===== config.mk =====
export PLATFORM = sky130hd
export DESIGN_NAME = uart_cmd_tx_flat
export DESIGN_NICKNAME = d
export VERILOG_FILES = /design/src/rtl/uart_cmd_tx_if.sv /design/src/rtl/uart_cmd_tx.sv /design/src/flat_wrapper.sv
export SDC_FILE = /design/constraint.sdc
export NUM_CORES = 1
export LEC_CHECK = 0
export BUFFER_PORTS_ARGS = -buffer_cell sky130_fd_sc_hd__buf_2
export CAP_MARGIN = 20
export CORE_MARGIN = 1.5
export CORE_UTILIZATION = 45
export DETAILED_ROUTE_END_ITERATION = 8
export GPL_ROUTABILITY_DRIVEN = 1
export HOLD_SLACK_MARGIN = 0.02
export PLACE_DENSITY_LB_ADDON = 0.08
export SYNTH_ARGS = -nofsm -noshare
export SYNTH_HDL_FRONTEND = slang
export SYNTH_SLANG_ARGS = --single-unit

===== constraint.sdc =====
create_clock -name clk -period 1.65 [get_ports clk]
set_input_delay 0.2475 -clock clk [delete_from_list [all_inputs] [get_ports clk]]
set_output_delay 0.2475 -clock clk [all_outputs]
set_load 0.01 [all_outputs]

===== src/rtl/uart_cmd_tx_if.sv =====
// Command-side bundle between the command source / UART TX core and uart_cmd_tx.
// The slave modport is the transmitter's view; master is the environment driving it.
interface uart_cmd_tx_if #(
   parameter int NUM_BYTES = 3
) ();
   logic                   snd_cmd;
   logic [8*NUM_BYTES-1:0] cmd;
   logic                   tx_done;
   logic                   trmt;
   logic [7:0]             tx_data;
   logic                   busy;
   logic                   cmd_cmplt;

   modport master (
      output snd_cmd, cmd, tx_done,
      input  trmt, tx_data, busy, cmd_cmplt
   );

   modport slave (
      input  snd_cmd, cmd, tx_done,
      output trmt, tx_data, busy, cmd_cmplt
   );
endinterface


===== src/rtl/uart_cmd_tx.sv =====
// Splits a NUM_BYTES command word MSB-first into bytes for the UART transmitter.
// Optional `UART_CMD_CHKSUM_EN appends one inverted-sum checksum byte after the command.
module uart_cmd_tx #(
   parameter int NUM_BYTES = 3
) (
   input  logic         clk,
   input  logic         rst_n,
   uart_cmd_tx_if.slave bus
);
   localparam int CMD_W = 8 * NUM_BYTES;
   localparam int CNT_W = $clog2(NUM_BYTES + 2);
`ifdef UART_CMD_CHKSUM_EN
   localparam int LAST_IDX = NUM_BYTES;
`else
   localparam int LAST_IDX = NUM_BYTES - 1;
`endif

   typedef enum logic [1:0] {IDLE, LOAD, WAIT} state_t;

   state_t           state, state_nxt;
   logic [CMD_W-1:0] shift;
   logic [CNT_W-1:0] count;
   logic             tx_done_q;
   logic             byte_done;
   logic             accept, send_byte, advance, finish;
   logic [7:0]       next_byte;
   logic             trmt, busy, cmd_cmplt;
   logic [7:0]       tx_data;

   // Only a rising tx_done counts, so a level held over from the previous byte is not re-counted.
   assign byte_done = bus.tx_done & ~tx_done_q;

   always_ff @(posedge clk or negedge rst_n) begin
      if (!rst_n) state <= IDLE;
      else        state <= state_nxt;
   end

   always_comb begin
      state_nxt = state;
      accept    = 1'b0;
      send_byte = 1'b0;
      advance   = 1'b0;
      finish    = 1'b0;
      unique case (state)
         IDLE: begin
            if (bus.snd_cmd) begin
               accept    = 1'b1;
               state_nxt = LOAD;
            end
         end
         LOAD: begin
            send_byte = 1'b1;
            state_nxt = WAIT;
         end
         WAIT: begin
            if (byte_done) begin
               if (count == '0) begin
                  finish    = 1'b1;
                  state_nxt = IDLE;
               end else begin
                  advance   = 1'b1;
                  state_nxt = LOAD;
               end
            end
         end
         default: state_nxt = IDLE;
      endcase
   end

`ifdef UART_CMD_CHKSUM_EN
   logic [7:0] sum;

   // Count reaches zero only on the checksum slot; every earlier slot carries a command byte.
   always_ff @(posedge clk or negedge rst_n) begin
      if (!rst_n)                         sum <= '0;
      else if (accept)                    sum <= '0;
      else if (send_byte && count != '0)  sum <= sum + shift[CMD_W-1 -: 8];
   end

   assign next_byte = (count == '0) ? ~sum : shift[CMD_W-1 -: 8];
`else
   assign next_byte = shift[CMD_W-1 -: 8];
`endif

   always_ff @(posedge clk or negedge rst_n) begin
      if (!rst_n) begin
         trmt      <= 1'b0;
         tx_data   <= 8'h00;
         busy      <= 1'b0;
         cmd_cmplt <= 1'b0;
         count     <= '0;
         shift     <= '0;
         tx_done_q <= 1'b0;
      end else begin
         tx_done_q <= bus.tx_done;
         trmt      <= send_byte;
         if (accept) begin
            shift     <= bus.cmd;
            count     <= CNT_W'(LAST_IDX);
            busy      <= 1'b1;
            cmd_cmplt <= 1'b0;
         end
         if (send_byte) tx_data <= next_byte;
         if (advance) begin
            shift <= shift << 8;
            count <= count - CNT_W'(1);
         end
         if (finish) begin
            busy      <= 1'b0;
            cmd_cmplt <= 1'b1;
         end
      end
   end

   assign bus.trmt      = trmt;
   assign bus.tx_data   = tx_data;
   assign bus.busy      = busy;
   assign bus.cmd_cmplt = cmd_cmplt;
endmodule


===== src/flat_wrapper.sv =====
// flat-port wrapper written by rule: the top's interface ports become plain ports
module uart_cmd_tx_flat 
#(
   parameter int NUM_BYTES = 3
)
  (clk, rst_n, bus_snd_cmd, bus_cmd, bus_tx_done, bus_trmt, bus_tx_data, bus_busy, bus_cmd_cmplt);
  uart_cmd_tx_if #(.NUM_BYTES(NUM_BYTES)) bus_i ();
  input  logic clk;
  input  logic rst_n;
  input wire logic [$bits(bus_i.snd_cmd)-1:0] bus_snd_cmd;
  input wire logic [$bits(bus_i.cmd)-1:0] bus_cmd;
  input wire logic [$bits(bus_i.tx_done)-1:0] bus_tx_done;
  output wire logic [$bits(bus_i.trmt)-1:0] bus_trmt;
  output wire logic [$bits(bus_i.tx_data)-1:0] bus_tx_data;
  output wire logic [$bits(bus_i.busy)-1:0] bus_busy;
  output wire logic [$bits(bus_i.cmd_cmplt)-1:0] bus_cmd_cmplt;
  assign bus_i.snd_cmd = bus_snd_cmd;
  assign bus_i.cmd = bus_cmd;
  assign bus_i.tx_done = bus_tx_done;
  assign bus_trmt = bus_i.trmt;
  assign bus_tx_data = bus_i.tx_data;
  assign bus_busy = bus_i.busy;
  assign bus_cmd_cmplt = bus_i.cmd_cmplt;
  uart_cmd_tx #(.NUM_BYTES(NUM_BYTES)) u_core (.clk(clk), .rst_n(rst_n), .bus(bus_i));
endmodule

==> results of run 1 <==
state kept, by name (all words and copies together) (netlist names):
| signal | count |
|---|---|
| u_core.bus.busy | 1 |
| u_core.bus.cmd_cmplt | 1 |
| u_core.bus.trmt | 1 |
| u_core.bus.tx_data | 8 |
| u_core.count | 3 |
| u_core.shift | 24 |
| u_core.state | 2 |
| u_core.tx_done_q | 1 |
power by group through the flow:
stage | sequential, W | clock (W) | combinational (W)
4_1_cts | 0.00171 | 0.000845 | 0.00132
3_3_place_gp | 0.00171 | 0 | 0.00127
6_report | 0.00172 | 0.000822 | 0.00131
3_5_place_dp | 0.00173 | 0 | 0.00131
5_1_grt | 0.00177 | 0.000896 | 0.00150
2_1_floorplan | 0.00173 | 0 | 0.000855
kinds of logic after synthesis:
family | synth area share
mux | 0.05662
flops | 0.5803
fa+ha+maj | 0.01415
buf+inv | 0.04105
compound gates | 0.1062
simple gates | 0.2017
synthesized netlist by cell type (all sizes together) (2+ instances only):
cell type   n  area [µm²]
mux2        8       90.09
o21ai       2       10.01
nand2      50       187.7
buf         9       53.80
a21o        2       15.01
dfrtp      41        1026
a21oi       8       40.04
or3b        2       17.52
inv         2       7.510
a31oi      16       100.1
nand2b      3       18.77
ha          2       25.02
nor3       16       80.08
nor2b       3       18.77
clkbuf      3       11.26
per-layer routing:
metal	global-route usage	up-vias
met4	0.07813	0
met1	0.2766	635
met5	0	-
li1	-	686
met3	0.05822	7
met2	0.3232	39
critical path, stage by stage (launching register included):
cell and delay (ns):
dfrtp_1 0.38, inv_1 0.07, ha_1 0.20, nor2b_1 0.15, buf_4 0.19, o21ai_0 0.28
mux2i_1 0.13
metrics by stage:
stage | hold WS, ns | cells | utilization | cell area [µm²] | power [W]
after floorplan | -0.04809 | 175 | - | 1768 | 0.002581
after global placement | 0.2157 | 259 | 0.5525 | 2053 | 0.002977
after detailed placement | 0.2275 | 259 | 0.5525 | 2053 | 0.003039
after CTS | 0.08113 | 268 | 0.5869 | 2181 | 0.003883
after global routing | 0.08683 | 268 | 0.5882 | 2186 | 0.004164
final | 0.1014 | 268 | 0.5882 | 2186 | 0.003848
repair_timing:
action | CTS | global route
hold buffers | 1 | 0
pin swaps | 0 | 0
gates resized for setup | 1 | 1
hold endpoints to repair | 18 | 0
endpoints found under the setup margin | 2 | 12
worst min-delay path by stage:
stage	end	cells past startpoint	slack, ns
2_1_floorplan	u_core.bus.busy	0	-0.05
3_3_place_gp	u_core.state[1]	1	0.22
3_5_place_dp	u_core.tx_done_q	1	0.23
4_1_cts	u_core.tx_done_q	1	0.08
5_1_grt	u_core.tx_done_q	1	0.09
6_report	u_core.tx_done_q	1	0.10
layout make-up:
class | count | area [µm²]
repair buffers | 49 | 300.3
well taps | 48 | 60.06
clock buffers | 5 | 68.82
fillers | 341 | 1530
flip-flops and latches | 41 | 1026
inverters | 2 | 7.507
multi-input cells | 120 | 676.9
clock inverters | 3 | 46.29
==> impl_metrics.json, run 1 <==
{
  "cts_made_buffers": 5,
  "ys_types": 25,
  "ant_nets": 0,
  "synthesis.area_mm2": 0.001768,
  "period_share": 0.9205,
  "antenna_cells": 0,
  "finalHoldViolations": 0,
  "reg2reg_slack_ns": 0.13,
  "rows": 22,
  "drt-pass1-iter-count": 4,
  "r2r_cells": 6,
  "viasPerCell": 5.101,
  "tns_ns": 0,
  "period_needed_ns": 1.519,
  "die-area_mm2": 0.004314,
  "power_frac_seq": 0.447,
  "cts_root_buf": "clkbuf_8",
  "p_comb_frac": 0.340,
  "met2_length_um": 1757,
  "internal-power_w": 0.002539,
  "drt_iter0_markers": 115,
  "synthArstFlopShare": 1.000,
  "routabilityCongestion": 0.7764,
  "synth_edf_count": 0,
  "ys_seq_area_frac": 0.5803,
  "slew_headroom": 0.6908,
  "required_ns": 1.83,
  "cp-endpoint": "u_core.count[0]",
  "fp.dieW_um": 65.68,
  "wl_per_cell_um": 14.31,
  "rsz0062_at_grt": "no",
  "io_buffer_count": 38,
  "criticalPathCategory": "reg -> reg",
  "vias": 1367,
  "insertion_delay_ns": 0.30,
  "preCtsSetupSlack_ns": 0.01225,
  "drive_above_1_share": 0.3091,
  "layout_setup_ws_ns": 0.1311,
  "power.switching_w": 0.001309,
  "syn_inst": 175,
  "io-pin-count": 39,
  "die_h_um": 65.68,
  "syn_avg_cell_area_um2": 10.10,
  "clk_path_buf_depth": 2,
  "peakVddDrop_mv": 0.7026,
  "clk_pin_slew_ns": 0.08,
  "worstPathArrival_ns": 1.69,
  "final-setup-viol-count": 0,
  "reg2reg_to": "u_core.count[0]",
  "synth_top_flop_cell": "dfrtp_1",
  "synth-seq-cells": 41,
  "crit_fanout": 14,
  "final_net_count": 249,
  "syn-num-nets": 205,
  "htreeDepth": 2,
  "hp-start": "bus_tx_done",
  "max_freq_mhz": 658.4,
  "grtUsageTotal": 0.2081,
  "syn_to_final_growth_pct": 23.64,
  "initial_core_util": 0.4758,
  "cp-start-kind": "flop",
  "hpwl_um": 2633,
  "power_density_mw_per_mm2": 1760,
  "final_common_cell": "nand2_1",
  "grt_max_degree": 28,
  "top_layer": "met4",
  "yosysWarnings": 0,
  "cts.sinks": 41,
  "finalMaxSlewViolations": 0,
  "grt_pass1_vias": 1449,
  "outcome": "finished clean",
  "hp-class": "in -> reg",
  "max_slew.worst_pin.slew_ns": 0.4638,
  "met3WireLength_um": 206,
  "swShare": 0.3401,
  "clock_power_share": 0.214,
  "grt_pass1_wl_um": 6679,
  "cts_tree": "built",
  "end_kind": "flop",
  "postCtsSetupBuffers": 0,
  "crit_path_start": "u_core.count[0]",
  "fin_skew_ns": 0.007336,
  "drc": 0,
  "antenna_found_initial": 0,
  "routed_wl_um": 3836,
  "drt-met1-wl_um": 1804,
  "r2r_start": "u_core.count[0]",
  "p_leak_nw": 1.046,
  "grt_overflow": 0,
  "cap_violations": 0,
  "core_mm2": 0.003716,
  "layout_common_cells": "50 x nand2_1, 41 x dfrtp_1, 38 x buf_2, 16 x nor3_1, 16 x a31oi_1"
}
Note: power is estimated with default switching activity, not from simulation.
==> inputs of run 2 (changes only) <==
- REMOVE_ABC_BUFFERS: unset -> 1
==> impl_metrics.json, run 2 (synthesized netlist as in run 1, its figures left out) <==
{
  "max_slew.worst_pin.slew_ns": 0.5588,
  "regMostFlops": "u_core.shift",
  "ant_nets": 0,
  "io-pin-count": 39,
  "wl_per_cell_um": 13.88,
  "initial_core_util": 0.4758,
  "rows": 22,
  "fill_cells": 368,
  "worstPathArrival_ns": 1.72,
  "grt_pass1_wl_um": 6361,
  "criticalPathCategory": "reg -> reg",
  "insertion_delay_ns": 0.29,
  "hp-class": "in -> reg",
  "core_mm2": 0.003716,
  "antenna_found_initial": 0,
  "viasPerCell": 5.220,
  "grt_pass1_vias": 1365,
  "clk_pin_slew_ns": 0.07,
  "grtUsageTotal": 0.1957,
  "met3WireLength_um": 221,
  "final-setup-viol-count": 0,
  "antenna_cells": 0,
  "fin_skew_ns": 0.004724,
  "drt-met1-wl_um": 1811,
  "cap_violations": 0,
  "rsz0062_at_grt": "no",
  "grt_overflow": 0,
  "p_leak_nw": 1.034,
  "postCtsSetupBuffers": 0,
  "routed_wl_um": 3720,
  "finalMaxSlewViolations": 0,
  "finalPower_w": 0.003655,
  "final_common_cell": "nand2_1",
  "slew_headroom": 0.6275,
  "peakVddDrop_mv": 0.7142,
  "end_kind": "flop",
  "top_regs": "u_core.shift (24), u_core.bus.tx_data (8), u_core.count (3)",
  "period_share": 0.9149,
  "crit_fanout": 8,
  "clk_path_buf_depth": 2,
  "max_freq_mhz": 662.4,
  "cts.sinks": 41,
  "fp.dieW_um": 65.68,
  "drive_above_1_share": 0.3045,
  "routabilityCongestion": 0.7469,
  "final_net_count": 250,
  "io_buffer_count": 38,
  "die_h_um": 65.68,
  "required_ns": 1.86,
  "top_layer": "met4",
  "vias": 1399,
  "met2_length_um": 1618,
  "power_density_mw_per_mm2": 1707,
  "syn_to_final_growth_pct": 21.09,
  "layout_common_cells": "50 x nand2_1, 41 x dfrtp_1, 38 x buf_2, 16 x nor3_1, 16 x a31oi_1",
  "largest_register_ffs": 24,
  "die-area_mm2": 0.004314,
  "hold_slack_ns": 0.09390,
  "cts_tree": "built",
  "hpwl_um": 2583,
  "drc": 0,
  "drt_iter0_markers": 111,
  "cts_root_buf": "clkbuf_8",
  "cts_made_buffers": 5,
  "drt-pass1-iter-count": 4,
  "cp-start-kind": "flop",
  "finalHoldViolations": 0,
  "htreeDepth": 2,
  "grt_max_degree": 27,
  "outcome": "finished clean",
  "period_needed_ns": 1.510
}
==> run 2: cell types whose count changed in the layout (fill, tap and decap cells not counted), sizes merged <==
cell,delta
clkinv,-1
clkbuf,+2
bufinv,-1
clkinvlp,-1
buf,+1
==> run 2: stage by stage <==
step                cell area [µm²]  TNS, ns  utilization  std cells  worst slack [ns]
CTS                            2132        0       0.5737        268           0.09136
global route                   2141        0       0.5761        268           0.03004
detailed placement             2036        0       0.5478        260            0.1164
global placement               2036        0       0.5478        260            0.2481
finish                         2141        0       0.5761        268            0.1404
floorplan                      1703   -9.315            -        163           -0.4110
==> run 2: worst max-delay path, cell delays in order (launching register included) <==
cell     delay [ns]
dfrtp_1        0.38
inv_1          0.08
ha_1           0.21
nor2b_2        0.17
or2_4          0.28
buf_4          0.17
a31oi_1        0.14
==> run 2: final cells by class <==
cell class / count / area, µm² / share of cell area
timing repair buffer: 50 / 286.5 / 0.1338
inverter: 2 / 7.507 / 0.003507
sequential: 41 / 1026 / 0.4793
multi-input combinational: 120 / 674.4 / 0.3150
tap: 48 / 60.06 / 0.02805
clock buffer: 7 / 86.33 / 0.04033
==> run 2: what timing repair did <==
| action | 4_1_cts | 5_1_grt |
|---|---|---|
| hold buffers | 1 | 0 |
| hold endpoints to repair | 23 | 0 |
| endpoints found under the setup margin | 0 | 9 |
| gates resized for setup | 0 | 4 |
==> run 2: report_power, final <==
group / internal (W) / total, W / switching (W)
Sequential: 0.00146 / 0.00171 / 0.000253
Combinational: 0.000615 / 0.00129 / 0.000672
Clock: 0.000332 / 0.000654 / 0.000323
==> run 2: final timing paths <==
path	start	slack, ns	cells past startpoint	endpoint
min in group asynchronous	rst_n	0.47	2	u_core.count[2]
max reg2reg	u_core.count[0]	0.14	6	u_core.shift[11]
max	u_core.count[0]	0.14	6	u_core.shift[11]
max in group asynchronous	rst_n	0.53	3	u_core.shift[10]
min	bus_tx_done	0.09	1	u_core.tx_done_q
min reg2reg	u_core.bus.busy	0.48	1	u_core.bus.busy
==> run 2: per-layer routing <==
layer | vias up | track usage
li1 | 690 | -
met1 | 660 | 0.2761
met2 | 42 | 0.2891
met4 | 0 | 0.08854
met5 | - | 0
met3 | 7 | 0.04110
